`src/rtl/spi_dev_proto_if.sv`:
```
// Bus bundle between the SPI slave core, the protocol framing stage and the
// protocol user. The slave modport is the framing stage; the master modport is
// whatever drives it (core side plus user side).
interface spi_dev_proto_if;
  logic [7:0] spi_rx_data;
  logic       spi_rx_stb;
  logic [7:0] spi_tx_data;
  logic       spi_tx_ack;
  logic       spi_csn_state;
  logic       spi_csn_fall;
  logic       spi_csn_rise;
  logic [7:0] pw_wdata;
  logic       pw_wcmd;
  logic       pw_wstb;
  logic       pw_end;
  logic [7:0] pw_len;
  logic [7:0] pw_rdata;
  logic       pw_rstb;
  logic       pw_rfull;

  modport slave (
    input  spi_rx_data, spi_rx_stb, spi_tx_ack,
    input  spi_csn_state, spi_csn_fall, spi_csn_rise,
    input  pw_rdata, pw_rstb,
    output spi_tx_data,
    output pw_wdata, pw_wcmd, pw_wstb, pw_end, pw_len, pw_rfull
  );

  modport master (
    output spi_rx_data, spi_rx_stb, spi_tx_ack,
    output spi_csn_state, spi_csn_fall, spi_csn_rise,
    output pw_rdata, pw_rstb,
    input  spi_tx_data,
    input  pw_wdata, pw_wcmd, pw_wstb, pw_end, pw_len, pw_rfull
  );
endinterface

```
`src/rtl/spi_dev_proto.sv`:
```
// SPI protocol framing stage. Splits each chip-select transaction into a
// command byte plus data bytes, reports transaction end with a saturating
// data-byte count, and feeds the core's TX input from a small response FIFO
// (fill byte when the FIFO is empty). Lives in the SPI core clock domain.
module spi_dev_proto #(
  parameter int         RESP_AW   = 2,
  parameter logic [7:0] FILL_BYTE = 8'hFF
) (
  input logic            clk,
  input logic            rst_n,
  spi_dev_proto_if.slave bus
);

  localparam int               DEPTH   = 1 << RESP_AW;
  localparam logic [RESP_AW:0] PTR_ONE = (RESP_AW + 1)'(1);

  typedef enum logic [1:0] {
    ST_IDLE = 2'd0,
    ST_CMD  = 2'd1,
    ST_DATA = 2'd2
  } state_t;

  // Pointers carry an extra wrap bit: equal low bits with differing wrap bits
  // means the FIFO is full.
  function automatic logic ptr_full(input logic [RESP_AW:0] wp,
                                    input logic [RESP_AW:0] rp);
    return (wp[RESP_AW] != rp[RESP_AW]) &&
           (wp[RESP_AW-1:0] == rp[RESP_AW-1:0]);
  endfunction

  state_t           state_r, state_nx_s;
  logic [7:0]       wdata_r, wdata_nx_s;
  logic             wcmd_r, wcmd_nx_s;
  logic             wstb_r, wstb_nx_s;
  logic             end_r, end_nx_s;
  logic [7:0]       len_r, len_nx_s;

  logic [7:0]       mem_r [DEPTH];
  logic [RESP_AW:0] wr_ptr_r, wr_ptr_nx_s;
  logic [RESP_AW:0] rd_ptr_r, rd_ptr_nx_s;
  logic             rfull_r, rfull_nx_s;
  logic             empty_s, full_s, push_s, pop_s, flush_s;

  // Framing FSM: next state, write strobe and byte counter
  always_comb begin
    state_nx_s = state_r;
    wdata_nx_s = wdata_r;
    wcmd_nx_s  = 1'b0;
    wstb_nx_s  = 1'b0;
    end_nx_s   = 1'b0;
    len_nx_s   = len_r;
    case (state_r)
      ST_IDLE: begin
        if (bus.spi_csn_fall) begin
          state_nx_s = ST_CMD;
          len_nx_s   = 8'd0;
        end else begin
          state_nx_s = ST_IDLE;
        end
      end
      ST_CMD: begin
        if (bus.spi_csn_fall) begin
          // Missed rise: restart framing without reporting an end.
          state_nx_s = ST_CMD;
          len_nx_s   = 8'd0;
        end else begin
          if (bus.spi_rx_stb) begin
            state_nx_s = ST_DATA;
            wdata_nx_s = bus.spi_rx_data;
            wcmd_nx_s  = 1'b1;
            wstb_nx_s  = 1'b1;
          end else begin
            state_nx_s = ST_CMD;
          end
          // A deselected chip select without a rise pulse is treated as a rise.
          if (bus.spi_csn_rise || bus.spi_csn_state) begin
            state_nx_s = ST_IDLE;
            end_nx_s   = 1'b1;
          end else begin
            end_nx_s   = 1'b0;
          end
        end
      end
      ST_DATA: begin
        if (bus.spi_csn_fall) begin
          state_nx_s = ST_CMD;
          len_nx_s   = 8'd0;
        end else begin
          if (bus.spi_rx_stb) begin
            wdata_nx_s = bus.spi_rx_data;
            wstb_nx_s  = 1'b1;
            if (len_r != 8'hFF) begin
              len_nx_s = len_r + 8'd1;
            end else begin
              len_nx_s = len_r;
            end
          end else begin
            len_nx_s = len_r;
          end
          if (bus.spi_csn_rise || bus.spi_csn_state) begin
            state_nx_s = ST_IDLE;
            end_nx_s   = 1'b1;
          end else begin
            state_nx_s = ST_DATA;
          end
        end
      end
      default: begin
        state_nx_s = ST_IDLE;
        len_nx_s   = 8'd0;
      end
    endcase
  end

  // Framing FSM state and registered write-side outputs
  always_ff @(posedge clk or negedge rst_n) begin
    if (!rst_n) begin
      state_r <= ST_IDLE;
      wdata_r <= 8'd0;
      wcmd_r  <= 1'b0;
      wstb_r  <= 1'b0;
      end_r   <= 1'b0;
      len_r   <= 8'd0;
    end else begin
      state_r <= state_nx_s;
      wdata_r <= wdata_nx_s;
      wcmd_r  <= wcmd_nx_s;
      wstb_r  <= wstb_nx_s;
      end_r   <= end_nx_s;
      len_r   <= len_nx_s;
    end
  end

  assign empty_s = (wr_ptr_r == rd_ptr_r);
  assign full_s  = ptr_full(wr_ptr_r, rd_ptr_r);
  assign flush_s = bus.spi_csn_rise;
  assign pop_s   = bus.spi_tx_ack && !empty_s;
  // A pop in the same cycle frees the slot, so a push into a full FIFO lands.
  assign push_s  = bus.pw_rstb && (!full_s || pop_s);

  // Response FIFO pointer update; a flush overrides push and pop
  always_comb begin
    wr_ptr_nx_s = wr_ptr_r;
    rd_ptr_nx_s = rd_ptr_r;
    if (flush_s) begin
      wr_ptr_nx_s = '0;
      rd_ptr_nx_s = '0;
    end else begin
      if (push_s) begin
        wr_ptr_nx_s = wr_ptr_r + PTR_ONE;
      end else begin
        wr_ptr_nx_s = wr_ptr_r;
      end
      if (pop_s) begin
        rd_ptr_nx_s = rd_ptr_r + PTR_ONE;
      end else begin
        rd_ptr_nx_s = rd_ptr_r;
      end
    end
    rfull_nx_s = ptr_full(wr_ptr_nx_s, rd_ptr_nx_s);
  end

  // Response FIFO pointers and registered full flag
  always_ff @(posedge clk or negedge rst_n) begin
    if (!rst_n) begin
      wr_ptr_r <= '0;
      rd_ptr_r <= '0;
      rfull_r  <= 1'b0;
    end else begin
      wr_ptr_r <= wr_ptr_nx_s;
      rd_ptr_r <= rd_ptr_nx_s;
      rfull_r  <= rfull_nx_s;
    end
  end

  // Response FIFO storage; contents are don't-care until written
  always_ff @(posedge clk) begin
    if (push_s && !flush_s) begin
      mem_r[wr_ptr_r[RESP_AW-1:0]] <= bus.pw_rdata;
    end
  end

  assign bus.spi_tx_data = empty_s ? FILL_BYTE : mem_r[rd_ptr_r[RESP_AW-1:0]];
  assign bus.pw_wdata    = wdata_r;
  assign bus.pw_wcmd     = wcmd_r;
  assign bus.pw_wstb     = wstb_r;
  assign bus.pw_end      = end_r;
  assign bus.pw_len      = len_r;
  assign bus.pw_rfull    = rfull_r;

endmodule

```
`src/flat_wrapper.sv`:
```
// flat-port wrapper written by rule: the top's interface ports become plain ports
module spi_dev_proto_flat 
#(
  parameter int         RESP_AW   = 2,
  parameter logic [7:0] FILL_BYTE = 8'hFF
)
  (clk, rst_n, bus_spi_rx_data, bus_spi_rx_stb, bus_spi_tx_ack, bus_spi_csn_state, bus_spi_csn_fall, bus_spi_csn_rise, bus_pw_rdata, bus_pw_rstb, bus_spi_tx_data, bus_pw_wdata, bus_pw_wcmd, bus_pw_wstb, bus_pw_end, bus_pw_len, bus_pw_rfull);
  spi_dev_proto_if bus_i ();
  input logic clk;
  input logic rst_n;
  input wire logic [$bits(bus_i.spi_rx_data)-1:0] bus_spi_rx_data;
  input wire logic [$bits(bus_i.spi_rx_stb)-1:0] bus_spi_rx_stb;
  input wire logic [$bits(bus_i.spi_tx_ack)-1:0] bus_spi_tx_ack;
  input wire logic [$bits(bus_i.spi_csn_state)-1:0] bus_spi_csn_state;
  input wire logic [$bits(bus_i.spi_csn_fall)-1:0] bus_spi_csn_fall;
  input wire logic [$bits(bus_i.spi_csn_rise)-1:0] bus_spi_csn_rise;
  input wire logic [$bits(bus_i.pw_rdata)-1:0] bus_pw_rdata;
  input wire logic [$bits(bus_i.pw_rstb)-1:0] bus_pw_rstb;
  output wire logic [$bits(bus_i.spi_tx_data)-1:0] bus_spi_tx_data;
  output wire logic [$bits(bus_i.pw_wdata)-1:0] bus_pw_wdata;
  output wire logic [$bits(bus_i.pw_wcmd)-1:0] bus_pw_wcmd;
  output wire logic [$bits(bus_i.pw_wstb)-1:0] bus_pw_wstb;
  output wire logic [$bits(bus_i.pw_end)-1:0] bus_pw_end;
  output wire logic [$bits(bus_i.pw_len)-1:0] bus_pw_len;
  output wire logic [$bits(bus_i.pw_rfull)-1:0] bus_pw_rfull;
  assign bus_i.spi_rx_data = bus_spi_rx_data;
  assign bus_i.spi_rx_stb = bus_spi_rx_stb;
  assign bus_i.spi_tx_ack = bus_spi_tx_ack;
  assign bus_i.spi_csn_state = bus_spi_csn_state;
  assign bus_i.spi_csn_fall = bus_spi_csn_fall;
  assign bus_i.spi_csn_rise = bus_spi_csn_rise;
  assign bus_i.pw_rdata = bus_pw_rdata;
  assign bus_i.pw_rstb = bus_pw_rstb;
  assign bus_spi_tx_data = bus_i.spi_tx_data;
  assign bus_pw_wdata = bus_i.pw_wdata;
  assign bus_pw_wcmd = bus_i.pw_wcmd;
  assign bus_pw_wstb = bus_i.pw_wstb;
  assign bus_pw_end = bus_i.pw_end;
  assign bus_pw_len = bus_i.pw_len;
  assign bus_pw_rfull = bus_i.pw_rfull;
  spi_dev_proto #(.RESP_AW(RESP_AW), .FILL_BYTE(FILL_BYTE)) u_core (.clk(clk), .rst_n(rst_n), .bus(bus_i));
endmodule
```
`config.mk`:
```
export PLATFORM = sky130hd
export DESIGN_NAME = spi_dev_proto_flat
export DESIGN_NICKNAME = d
export VERILOG_FILES = /design/src/rtl/spi_dev_proto_if.sv /design/src/rtl/spi_dev_proto.sv /design/src/flat_wrapper.sv
export SDC_FILE = /design/constraint.sdc
export NUM_CORES = 1
export LEC_CHECK = 0
export BUFFER_PORTS_ARGS = -buffer_cell sky130_fd_sc_hd__clkbuf_2
export CORE_ASPECT_RATIO = 1.4
export CORE_MARGIN = 3
export CORE_UTILIZATION = 55
export DETAILED_ROUTE_END_ITERATION = 10
export PLACE_DENSITY_LB_ADDON = 0.05
export SLEW_MARGIN = 20
export SYNTH_ARGS = -nofsm -noshare
export SYNTH_HDL_FRONTEND = slang
export SYNTH_SLANG_ARGS = --single-unit
```
`constraint.sdc`:
```
create_clock -name clk -period 2.25 [get_ports clk]
set_clock_uncertainty 0.15 [all_clocks]
set_input_delay 0.1125 -clock clk [delete_from_list [all_inputs] [get_ports clk]]
set_output_delay 0.1125 -clock clk [all_outputs]
set_load 0.05 [all_outputs]
```
After elaboration in Yosys (flattened, before gate mapping)
Memories as Yosys holds them, arrays and structs flattened.
Cells that the tools add are included.
- bits in registers: 28
- bits in latches: 0
- RAM bits: 32
- ROM bits: 0
- input bits: 24
- output and inout port bits: 28
- logic and storage cells: 66
- memories kept: 1
- memories (name ; words ; width ; rd ports ; clocked after Yosys merged registers in ; wr ports ; RTL line ; text):
    u_core.mem_r ; 4 ; 8 ; 1 ; 0 ; 1 ; spi_dev_proto.sv:38 ; logic [7:0] mem_r [DEPTH];
- add/subtract/negate cells: 3
- $mul: 0
- divide/modulo/power cells: 0
- magnitude comparators: 0
- equal/unequal tests: 11
- shift-type cells: 0
- mux-type cells: 26
- bitwise logic cells: 1
- reductions and logical operators: 15
- operators with widths (kind ; number):
    8-bit 2-to-1 mux ; 5
    8-bit case mux with 2 select lines ; 1
    3-bit 2-to-1 mux ; 4
    1-bit 2-to-1 mux ; 10
    2-bit 2-to-1 mux ; 5
    8-bit by 1-bit adder with 8-bit output, second input constant ; 1
    8-bit inequality test, second input constant ; 1
    3-bit by 1-bit adder with 3-bit output, second input constant ; 2
    2-bit case mux with 3 select lines ; 1
    3-bit AND reduction ; 2
    1-bit logical AND ; 5
    2-bit == test ; 2
    2-bit OR reduction ; 2
    3-bit == test ; 1
    1-bit logical NOT ; 3
    3-bit by 2-bit inequality test with 1-bit output, second input constant ; 1
    3-bit inequality test, second input constant ; 1
    2-bit by 1-bit == test with 1-bit output, second input constant ; 1
    2-bit == test, second input constant ; 1
    2-bit logical NOT ; 1
    1-bit logical OR ; 2
    1-bit inequality test ; 2
    2-bit by 1-bit inequality test with 1-bit output, second input constant ; 1
    1-bit NOT ; 1

Depth between registers and ports, before layout
Gate-level depths: netlist (run 1).
- word-level depth: 9
- depth in mapped cells: 8
- gate-level depth less buffers: 7

Least setup slack after synthesis (run 1)
Ideal clock, no wire load.
- kind: register -> register
- start: reg u_core.len_r[0] (netlist: u_core.bus.pw_len[0])
- end: reg u_core.len_r[1] (netlist: u_core.bus.pw_len[1])
- library setup time: 0.136 ns
- arrival time: 1.916 ns
- required time: 1.964 ns
- slack: 0.048 ns
- stages on the path, launching flop included: 7
- path buffers: 0
- period minus slack after synthesis: 2.202 ns
- cells stage by stage: dfrtp_1 -> ha_1 -> nand3_1 -> o31ai_2 -> nor2_1 -> a31oi_1 -> a21oi_1
- cells in the longest elaborated chain, start to end: 5
- elaborated cells between the ends (all ways): 8
- those cells by class: add/sub (1); eq/ne (2); mux (4); reduce/logical (1)
- ends and longest elaborated chain (element ; RTL line ; text):
    from (decl) ; spi_dev_proto.sv:36 ; logic [7:0] len_r, len_nx_s;
    from (signal assigned) ; spi_dev_proto.sv:130 ; len_r <= len_nx_s;
    8-bit by 1-bit adder with 8-bit output ; spi_dev_proto.sv:93 ; len_nx_s = len_r + 8'd1;
    8-bit 2-to-1 mux ; spi_dev_proto.sv:92 ; if (len_r != 8'hFF) begin
    8-bit 2-to-1 mux ; spi_dev_proto.sv:89 ; if (bus.spi_rx_stb) begin
    8-bit 2-to-1 mux ; spi_dev_proto.sv:85 ; if (bus.spi_csn_fall) begin
    8-bit case mux with 2 select lines ; spi_dev_proto.sv:52 ; case (state_r)
Several ways; a longest one is shown, not always the timed one. The select of a mux whose other input is x is not followed.
A chain may end at the register's enable or synchronous reset.

Worst setup path in the final report (run 1)
- start: reg u_core.wr_ptr_r[2]
- end: out bus_spi_tx_data[3]
- cells in the longest elaborated chain, start to end: 2
- ends and longest elaborated chain (element ; RTL line ; text):
    from (decl) ; spi_dev_proto.sv:39 ; logic [RESP_AW:0] wr_ptr_r, wr_ptr_nx_s;
    from (signal assigned) ; spi_dev_proto.sv:170 ; wr_ptr_r <= wr_ptr_nx_s;
    3-bit == test ; spi_dev_proto.sv:134 ; assign empty_s = (wr_ptr_r == rd_ptr_r);
    8-bit 2-to-1 mux ; spi_dev_proto.sv:183 ; assign bus.spi_tx_data = empty_s ? FILL_BYTE : mem_r[rd_ptr_r[RESP_AW-1:0]];
    to (decl) ; flat_wrapper.sv:19 ; output wire logic [$bits(bus_i.spi_tx_data)-1:0] bus_spi_tx_data;
Every way passes these cells.

==> impl_metrics.ini, run 1 <==
[critical_path]
cp.arrival_ns = 2.00
cp_max_fo = 11
crit_start = u_core.wr_ptr_r[2]
max_stage_delay_ns = 0.54
worstSetupPathType = register to output pin
end_kind = output pin
cp-start-kind = register
worst_r2r_startpoint = u_core.rd_ptr_r[0]
cp_slowest_cell = nor3_2
cp_cell_sequence = xor2_1 -> nor3_2 -> or2_2 -> clkbuf_2
required_ns = 1.99

[clock_tree]
cts_buffer_depth = 2
cts_made_buffers = 9
htreeDepth = 3
postCtsSetupRepairBufs = 0
cts_tree = built
insertion_delay_ns = 0.34
clockRootBuffer = clkbuf_8
cts.clk_slew.worst_paths_ns = 0.07
cts_sinks = 60

[drt]
route.vias.total = 2200
drtIter0Drc = 116
dr.pass1.iters = 4
routedWlPerCell_um = 15.6
finalWirelength_um = 6160
ant_nets = 0
vias_per_cell = 5.58
drcViolationCount = 0

[power_and_ir_drop]
ir_drop_v = 0.000702
p_leak_nw = 1.54
power.density_nw_per_um2 = 973
total_power_mw = 3.59

[layout]
fin_nets = 359
seqCellArea_um2 = 1660
mostFrequentLayoutCell = clkbuf_2
nFillCells = 378
layout_common_cells = 51 x clkbuf_2, 39 x nand2_1, 32 x edfxtp_1
utilization_pct = 74.5
drive_gt1_share_pct = 31.2
multi_input_area_um2 = 1170
num_antenna_cells = 0
synthToLayoutAreaGrowth_pct = 27.6

[floorplan]
num_rows = 30
initial_utilization_pct = 58.4
io_pins = 52
dieArea_um2 = 6180
core_um2 = 4950
die_w_um = 67.3
die_h_um = 91.8

[global_route]
grt_first_pass_wirelength_um = 10000
met1_usage_pct = 28.9
met3_usage_pct = 4.41
antenna_found_initial = 0
busiest_layer = met2
track_usage_pct = 22.1
grt_util_met2_pct = 34.6
grt_pass1_vias = 2088
grt-ovfl-total = 0
grt_max_degree = 29

[placed_design]
place_congestion = 0.801
dp.final_hpwl_um = 4160
io_buffers = 51
dp_slack_ns = -0.00342

[status]
violations = negative setup slack
status = complete, but fails checks

[sta]
fin_ws_ns = -0.0110
relSlewSlack_pct = 51.2
rsz0062_at_grt = true
holdWs_ns = 0.0460
worstMarginPinSlew_ns = 0.732
period_minus_slack_ns = 2.26
slew_viol_final = 0
finalCritPeriodShare_pct = 100
hold_viol = 0
max_freq_mhz = 442
finalSetupViolCount = 3

[yosys]
async_reset_ff_share_pct = 46.7
syn_inst = 242
ys.flop_type = edfxtp_1
ys_types = 43
syn-num-nets = 276
yosys_warnings = 0
synth_edf_count = 32
seq_area_frac_synth_pct = 57.4
synth_seq_cells = 60
synthesis.area_um2 = 2890
syn_area_per_cell_um2 = 12.0

[job]
max_cap_violations = 0

[min_path]
hold_class = input port to register
hold_start = bus_pw_rstb
==> metrics by stage <==
stage	std cells	cell area (um^2)	TNS, ns
finish	394	3690	-0.0164
global route	394	3690	-1.14
detailed placement	356	3260	-0.00342
CTS	394	3690	-0.279
floorplan	242	2890	0
global placement	356	3260	0
==> area by class of cell <==
class	instances	share of cell area [%]
well taps	64	2.17
clock buffers	9	3.35
repair buffers	83	15.0
multi-input cells	164	31.7
flip-flops and latches	60	45.0
inverters	7	0.711
clock inverters	7	2.07
==> cells in the mapped netlist, types with 2 or more instances <==
library cell   n  area (um^2)
inv_1          6         22.5
nand2_1       39          146
xnor2_1        5         43.8
nor3_1         6         30.0
and2_1         5         31.3
ha_1          10          125
a21oi_1       12         60.1
clkbuf_1      10         37.5
a211oi_1       4         30.0
a31oi_1        3         18.8
o2111ai_1      2         17.5
nor2_1        11         41.3
o31ai_1        2         15.0
nand3b_1       4         30.0
nor3b_1        3         22.5
mux2i_1        2         20.0
edfxtp_1      32          961
o211ai_1       2         15.0
o21ai_0        5         25.0
or3_1          2         12.5
or2_2          9         56.3
dfrtp_1       28          701
xor2_1         5         43.8
mux4_2         8          180
o221ai_1       2         17.5
nand3_1        8         40.0
==> cells by family (layout without fill, tap and decap cells) <==
kind of cell | Yosys count | after routing | share of synthesized area, %
buffers and inverters | 18 | 106 | 2.46
AO/OA/AOI/OAI | 39 | 39 | 9.47
AND/OR/NAND/NOR | 94 | 94 | 16.0
multiplexers | 11 | 11 | 7.31
adder cells (fa/ha/maj) | 10 | 10 | 4.32
flip-flops | 60 | 60 | 57.4
XOR/XNOR | 10 | 10 | 3.03
==> worst paths after layout <==
path	slack [ns]	depth (start not counted)	endpoint
max reg2reg	0.16	5	u_core.mem_r[0][7]
min in group asynchronous	0.21	2	u_core.bus.pw_rfull
max	-0.01	4	bus_spi_tx_data[3]
min	0.05	4	u_core.wr_ptr_r[2]
min reg2reg	0.33	2	u_core.bus.pw_wdata[4]
max in group asynchronous	1.26	2	u_core.state_r[0]
==> report_power, final <==
| group | internal (mW) | switching, mW |
|---|---|---|
| registers | 1.25 | 0.0429 |
| logic | 0.445 | 0.888 |
| clock network | 0.516 | 0.454 |
==> registers in the layout (all words and copies together) (netlist names) <==
register	flops
u_core.bus.pw_end	1
u_core.bus.pw_len	8
u_core.bus.pw_rfull	1
u_core.bus.pw_wcmd	1
u_core.bus.pw_wdata	8
u_core.bus.pw_wstb	1
u_core.mem_r	32
u_core.rd_ptr_r	3
u_core.state_r	2
u_core.wr_ptr_r	3
==> critical path, delay by kind of cell (launching register included) <==
family        cells  cell delay, ns
xor+xnor          1            0.20
buf+inv           1            0.27
flops             1            0.43
simple gates      2            0.75
==> metal layers <==
layer	part of all wire [%]	routed length, um
met1	42	2580
met2	52	3190
met3	4.2	256
met4	2.2	137
met5	0	0
==> timing repair <==
| action | 4_1_cts | 5_1_grt |
|---|---|---|
| resized for setup | 2 | 4 |
| hold buffers | 22 | 0 |
| endpoints found under the hold margin | 82 | 0 |
| endpoints found under the setup margin | 8 | 40 |
| cloned | 0 | 0 |
(Power assumes the default switching activity.)
==> run 2, diff against run 1 <==
==> constraint.sdc (replaced) <==
create_clock -name clk -period 2.42 [get_ports clk]
set_clock_uncertainty 0.15 [all_clocks]
set_input_delay 0.121 -clock clk [delete_from_list [all_inputs] [get_ports clk]]
set_output_delay 0.121 -clock clk [all_outputs]
set_load 0.05 [all_outputs]
==> run 2 against run 1 <==
Effect of this change: the flow now finishes without violations; via count fell by 2.6%; first-iteration DRC count rose by 0.86%; clock-buffer cell count rose by 1; hold slack got worse by 0.037 ns; register-to-register slack improved by 0.03 ns; die area did not move; non-clock buffer count fell by 4; clock power rose by 0.5%; utilization fell by 0.48 points; critical path type unchanged.
==> impl_metrics.ini, run 2 (synthesized netlist as in run 1, its figures left out) <==
[status]
status = completed

[clock_tree]
postCtsSetupRepairBufs = 0
cts_made_buffers = 9
htreeDepth = 3
clockRootBuffer = clkbuf_8
insertion_delay_ns = 0.33
cts.clk_slew.worst_paths_ns = 0.07
cts_buffer_depth = 2
cts_tree = built
cts_sinks = 60

[power_and_ir_drop]
power.density_nw_per_um2 = 927
ir_drop_v = 0.000588
p_leak_nw = 1.53
total_power_mw = 3.40

[critical_path]
cp_slowest_cell = mux4_2
cp.arrival_ns = 2.00
cp_cell_sequence = buf_4 -> mux4_2 -> or2_2 -> clkbuf_2
worstSetupPathType = register to output pin
max_stage_delay_ns = 0.53
required_ns = 2.15
cp_max_fo = 11
cp-start-kind = register
end_kind = output pin

[layout]
synthToLayoutAreaGrowth_pct = 26.8
num_antenna_cells = 0
mostFrequentLayoutCell = clkbuf_2
largest_reg_flops = 32
drive_gt1_share_pct = 29.4
fin_nets = 355
seqCellArea_um2 = 1660
fin_cells = 390
nFillCells = 362
layout_common_cells = 51 x clkbuf_2, 39 x nand2_1, 32 x edfxtp_1
multi_input_area_um2 = 1170

[drt]
dr.pass1.iters = 4
ant_nets = 0
vias_per_cell = 5.49
route.vias.total = 2143
drcViolationCount = 0
finalWirelength_um = 6120
drtIter0Drc = 117
routedWlPerCell_um = 15.7

[global_route]
grt_pass1_vias = 2160
grt-ovfl-total = 0
antenna_found_initial = 0
grt_first_pass_wirelength_um = 10300
grt_max_degree = 29
track_usage_pct = 22.8

[sta]
finalSetupViolCount = 0
relSlewSlack_pct = 51.9
fin_tns_setup_ns = 0
max_freq_mhz = 439
holdWs_ns = 0.00902
worstMarginPinSlew_ns = 0.721
period_minus_slack_ns = 2.28
rsz0062_at_grt = false
hold_viol = 0
slew_viol_final = 0
finalCritPeriodShare_pct = 94.0

[job]
max_cap_violations = 0

[floorplan]
die_w_um = 67.3
num_rows = 30
die_h_um = 91.8
io_pins = 52
initial_utilization_pct = 58.4
core_um2 = 4950
dieArea_um2 = 6180

[min_path]
hold_class = input port to register

[placed_design]
io_buffers = 51
dp.final_hpwl_um = 3970
dp_cells = 353
place_congestion = 0.814
run 2: changes by cell type in the layout (fill, tap and decap cells not counted), sizes merged:
cell and delta:
dlygate4sd3 -1, clkinv -1, buf -3, inv -1, clkbuf +1, bufinv +1
run 2: cell type report:
class | instances | share of cell area, %
flip-flops and latches | 60 | 45.3
clock buffers | 10 | 3.48
inverters | 7 | 0.716
repair buffers | 79 | 14.1
multi-input cells | 164 | 31.8
clock inverters | 6 | 2.42
well taps | 64 | 2.18
run 2: power by group:
| group | leakage, nW | internal (mW) | switching [mW] | total [mW] |
|---|---|---|---|---|
| clock | 0.102 | 0.579 | 0.396 | 0.975 |
| combinational | 0.761 | 0.404 | 0.823 | 1.23 |
| sequential | 0.664 | 1.16 | 0.0406 | 1.20 |
| total | 1.53 | 2.14 | 1.26 | 3.40 |
run 2: per-layer routing:
metal,global-route usage [%],vias up,part of all wire [%]
met1,26.1,1035,39
met4,8.80,0,1.1
li1,-,1045,-
met5,0,-,0
met2,39.1,56,55
met3,6.50,7,4.2
run 2: per-stage QoR:
step           area, um^2  util [%]  setup WS (ns)
2_1_floorplan        2890         -          0.218
3_3_place_gp         3240      65.3          0.220
3_5_place_dp         3240      65.3          0.152
4_1_cts              3670      74.0          0.111
5_1_grt              3670      74.1        0.00724
6_report             3670      74.1          0.144
run 2: critical path, delay by kind of cell (launching register included):
family        cells  cell delay, ns
mux               1            0.53
flops             1            0.36
simple gates      1            0.29
buf+inv           2            0.49
run 2: worst paths after layout:
path | startpoint | depth (start not counted) | end | slack [ns]
max | u_core.rd_ptr_r[0] | 4 | bus_spi_tx_data[7] | 0.14
min | bus_spi_csn_rise | 2 | u_core.wr_ptr_r[2] | 0.009
max reg2reg | u_core.wr_ptr_r[0] | 5 | u_core.mem_r[2][0] | 0.19
min reg2reg | u_core.bus.pw_wdata[2] | 2 | u_core.bus.pw_wdata[2] | 0.33
max in group asynchronous | rst_n | 2 | u_core.bus.pw_wdata[6] | 1.43
min in group asynchronous | rst_n | 2 | u_core.bus.pw_rfull | 0.22
run 2: repair_timing:
action / 4_1_cts / 5_1_grt
hold endpoints to repair: 80 / 0
hold buffers: 21 / 0
gates resized for setup: 1 / 1
endpoints found under the setup margin: 8 / 8
==> run 3, diff against run 2 <==
--- a/config.mk
+++ b/config.mk
@@ -5,6 +5,7 @@
 export SDC_FILE = /design/constraint.sdc
 export NUM_CORES = 1
 export LEC_CHECK = 0
+export ABC_AREA = 1
 export BUFFER_PORTS_ARGS = -buffer_cell sky130_fd_sc_hd__clkbuf_2
 export CORE_ASPECT_RATIO = 1.4
 export CORE_MARGIN = 3
==> run 3 against run 2 <==
Effect of this change: first-iteration DRC count fell by 56%; critical endpoint is now bus_spi_tx_data[4]; register-to-register slack improved by 0.21 ns; setup slack improved by 0.098 ns; synthesized area fell by 1.1%.
==> impl_metrics.ini, run 3 <==
[drt]
vias_per_cell = 5.03
wl_met3_um = 219
met2_length_um = 3130
wl_met1_um = 2460
routedWlPerCell_um = 13.4
drtIter0Drc = 52
dr.pass1.iters = 4
finalWirelength_um = 5930
route.vias.total = 2228
drcViolationCount = 0
ant_nets = 0
routed.top_layer = met4

[yosys]
yosys_warnings = 0
synth_largest_area_cell = edfxtp_1
async_reset_ff_share_pct = 46.7
ys.flop_type = edfxtp_1
synth-compound-area-share_pct = 8.35
yosys.area_share.adder_pct = 4.37
synthesis.area_um2 = 2860
synth_seq_cells = 60
ys_types = 29
muxShareOfSynthArea_pct = 0
synth_common_cells = 67 x nand2_1, 37 x nor2_1, 32 x edfxtp_1
syn_area_per_cell_um2 = 9.83
synth-xor-area-share_pct = 1.22
syn-num-nets = 325
post-synth-top-count-cell = nand2_1
seq_area_frac_synth_pct = 58.1
synth_edf_count = 32
yosysTopAreaCellShare_pct = 33.6
synthTopCellsByArea = edfxtp_1 34%, dfrtp_1 24%, nand2_1 8.8%
synth_top_family_by_area = simple AND/OR/NAND/NOR gates
syn_inst = 291
yosys.area_share.simple_pct = 22.2

[power_and_ir_drop]
p_leak_nw = 1.67
ir_drop_v = 0.000617
power.density_nw_per_um2 = 836

[floorplan]
num_rows = 30
dieArea_um2 = 6120
die_w_um = 67.0
initial_utilization_pct = 57.8
io_pins = 52
core_um2 = 4950
die_h_um = 91.3

[layout]
nFillCells = 377
fin_nets = 408
fin_area_um2 = 3610
num_antenna_cells = 0
seqCellArea_um2 = 1660
multi_input_area_um2 = 1040
largest_reg_flops = 32
mostFrequentLayoutCell = nand2_1
utilization_pct = 72.9
drive_gt1_share_pct = 26.6
synthToLayoutAreaGrowth_pct = 26.2
layout_common_cells = 67 x nand2_1, 50 x clkbuf_2, 37 x nor2_1

[critical_path]
worstSetupPathType = register to output pin
cp_max_fo = 12
end_kind = output pin
required_ns = 2.15
cp-start-kind = register
cp.arrival_ns = 1.91

[clock_tree]
cts.clk_slew.worst_paths_ns = 0.07
insertion_delay_ns = 0.34
cts_made_buffers = 9
cts_buffer_depth = 2
clockRootBuffer = clkbuf_8
htreeDepth = 3
cts_tree = built
cts_sinks = 60

[placed_design]
io_buffers = 51
place_congestion = 0.792
place_area_um2 = 3190
dp.final_hpwl_um = 3990

[global_route]
grt_max_degree = 29
antenna_found_initial = 0
grt-ovfl-total = 0
grt_pass1_vias = 2247
track_usage_pct = 21.4
grt_first_pass_wirelength_um = 9670

[sta]
slew_viol_final = 0
fin_tns_setup_ns = 0
relSlewSlack_pct = 52.7
finalCritPeriodShare_pct = 90.0
period_minus_slack_ns = 2.18
worstMarginPinSlew_ns = 0.709
hold_viol = 0
rsz0062_at_grt = false
finalSetupViolCount = 0
max_freq_mhz = 459

[job]
max_cap_violations = 0

[min_path]
hold_class = input port to register

[status]
status = completed
==> run 3: worst paths after layout <==
path	from	to	slack [ns]	depth (start not counted)
min	bus_spi_csn_rise	u_core.state_r[1]	0.03	4
max in group asynchronous	rst_n	u_core.bus.pw_wcmd	1.45	2
min reg2reg	u_core.bus.pw_wdata[4]	u_core.bus.pw_wdata[4]	0.33	2
min in group asynchronous	rst_n	u_core.wr_ptr_r[2]	0.21	2
max	u_core.rd_ptr_r[1]	bus_spi_tx_data[4]	0.24	6
max reg2reg	u_core.rd_ptr_r[1]	u_core.bus.pw_rfull	0.40	11
==> run 3: through the flow <==
step	cells	setup slack, ns	hold WS, ns	total power, mW
detailed placement	406	0.271	0.0605	2.10
finish	443	0.242	0.0265	3.02
CTS	443	0.0178	0.00917	3.03
global placement	406	0.346	0.0553	2.09
global route	443	0.0794	0.0405	3.16
floorplan	291	0.368	-0.325	1.91
==> run 3: critical path, stage by stage (launching register included) <==
cell      delay [ns]
dfrtp_1         0.52
inv_2           0.22
nand2_1         0.07
nand2_1         0.11
nand3_4         0.18
o221ai_1        0.15
clkbuf_2        0.32
==> run 3: final cells by class <==
class                      count  area share [%]
clock buffer                   9            3.43
sequential                    60            46.0
timing repair buffer          78            14.2
multi-input combinational    194            28.9
tap                           64            2.22
clock inverter                 7            2.08
inverter                      31            3.22
==> run 3: timing repair <==
| action | 4_1_cts | 5_1_grt |
|---|---|---|
| setup endpoints to repair | 0 | 9 |
| hold endpoints to repair | 74 | 0 |
| hold buffers | 21 | 0 |
| gates resized for setup | 0 | 4 |
| setup buffers | 0 | 0 |
==> run 3: routing by layer <==
metal | track usage [%] | vias to the layer above
met5 | 0 | -
met4 | 9.64 | 0
met3 | 6.44 | 9
met2 | 36.8 | 38
met1 | 23.4 | 1057
li1 | - | 1124
==> run 3: where the power goes <==
part           total (mW)  switching [mW]  internal (mW)
registers            1.22          0.0565           1.16
logic               0.910           0.668          0.242
clock network       0.894           0.413          0.480
total                3.02            1.14           1.88
==> run 3: kinds of logic (layout without fill, tap and decap cells) <==
family,Yosys count,in the layout
AOI/OAI and AO/OA,39,39
xor gates and xnor gates,4,4
adders and majority gates,10,10
buffers and inverters,37,125
DFF,60,60
and+or+nand+nor,141,141
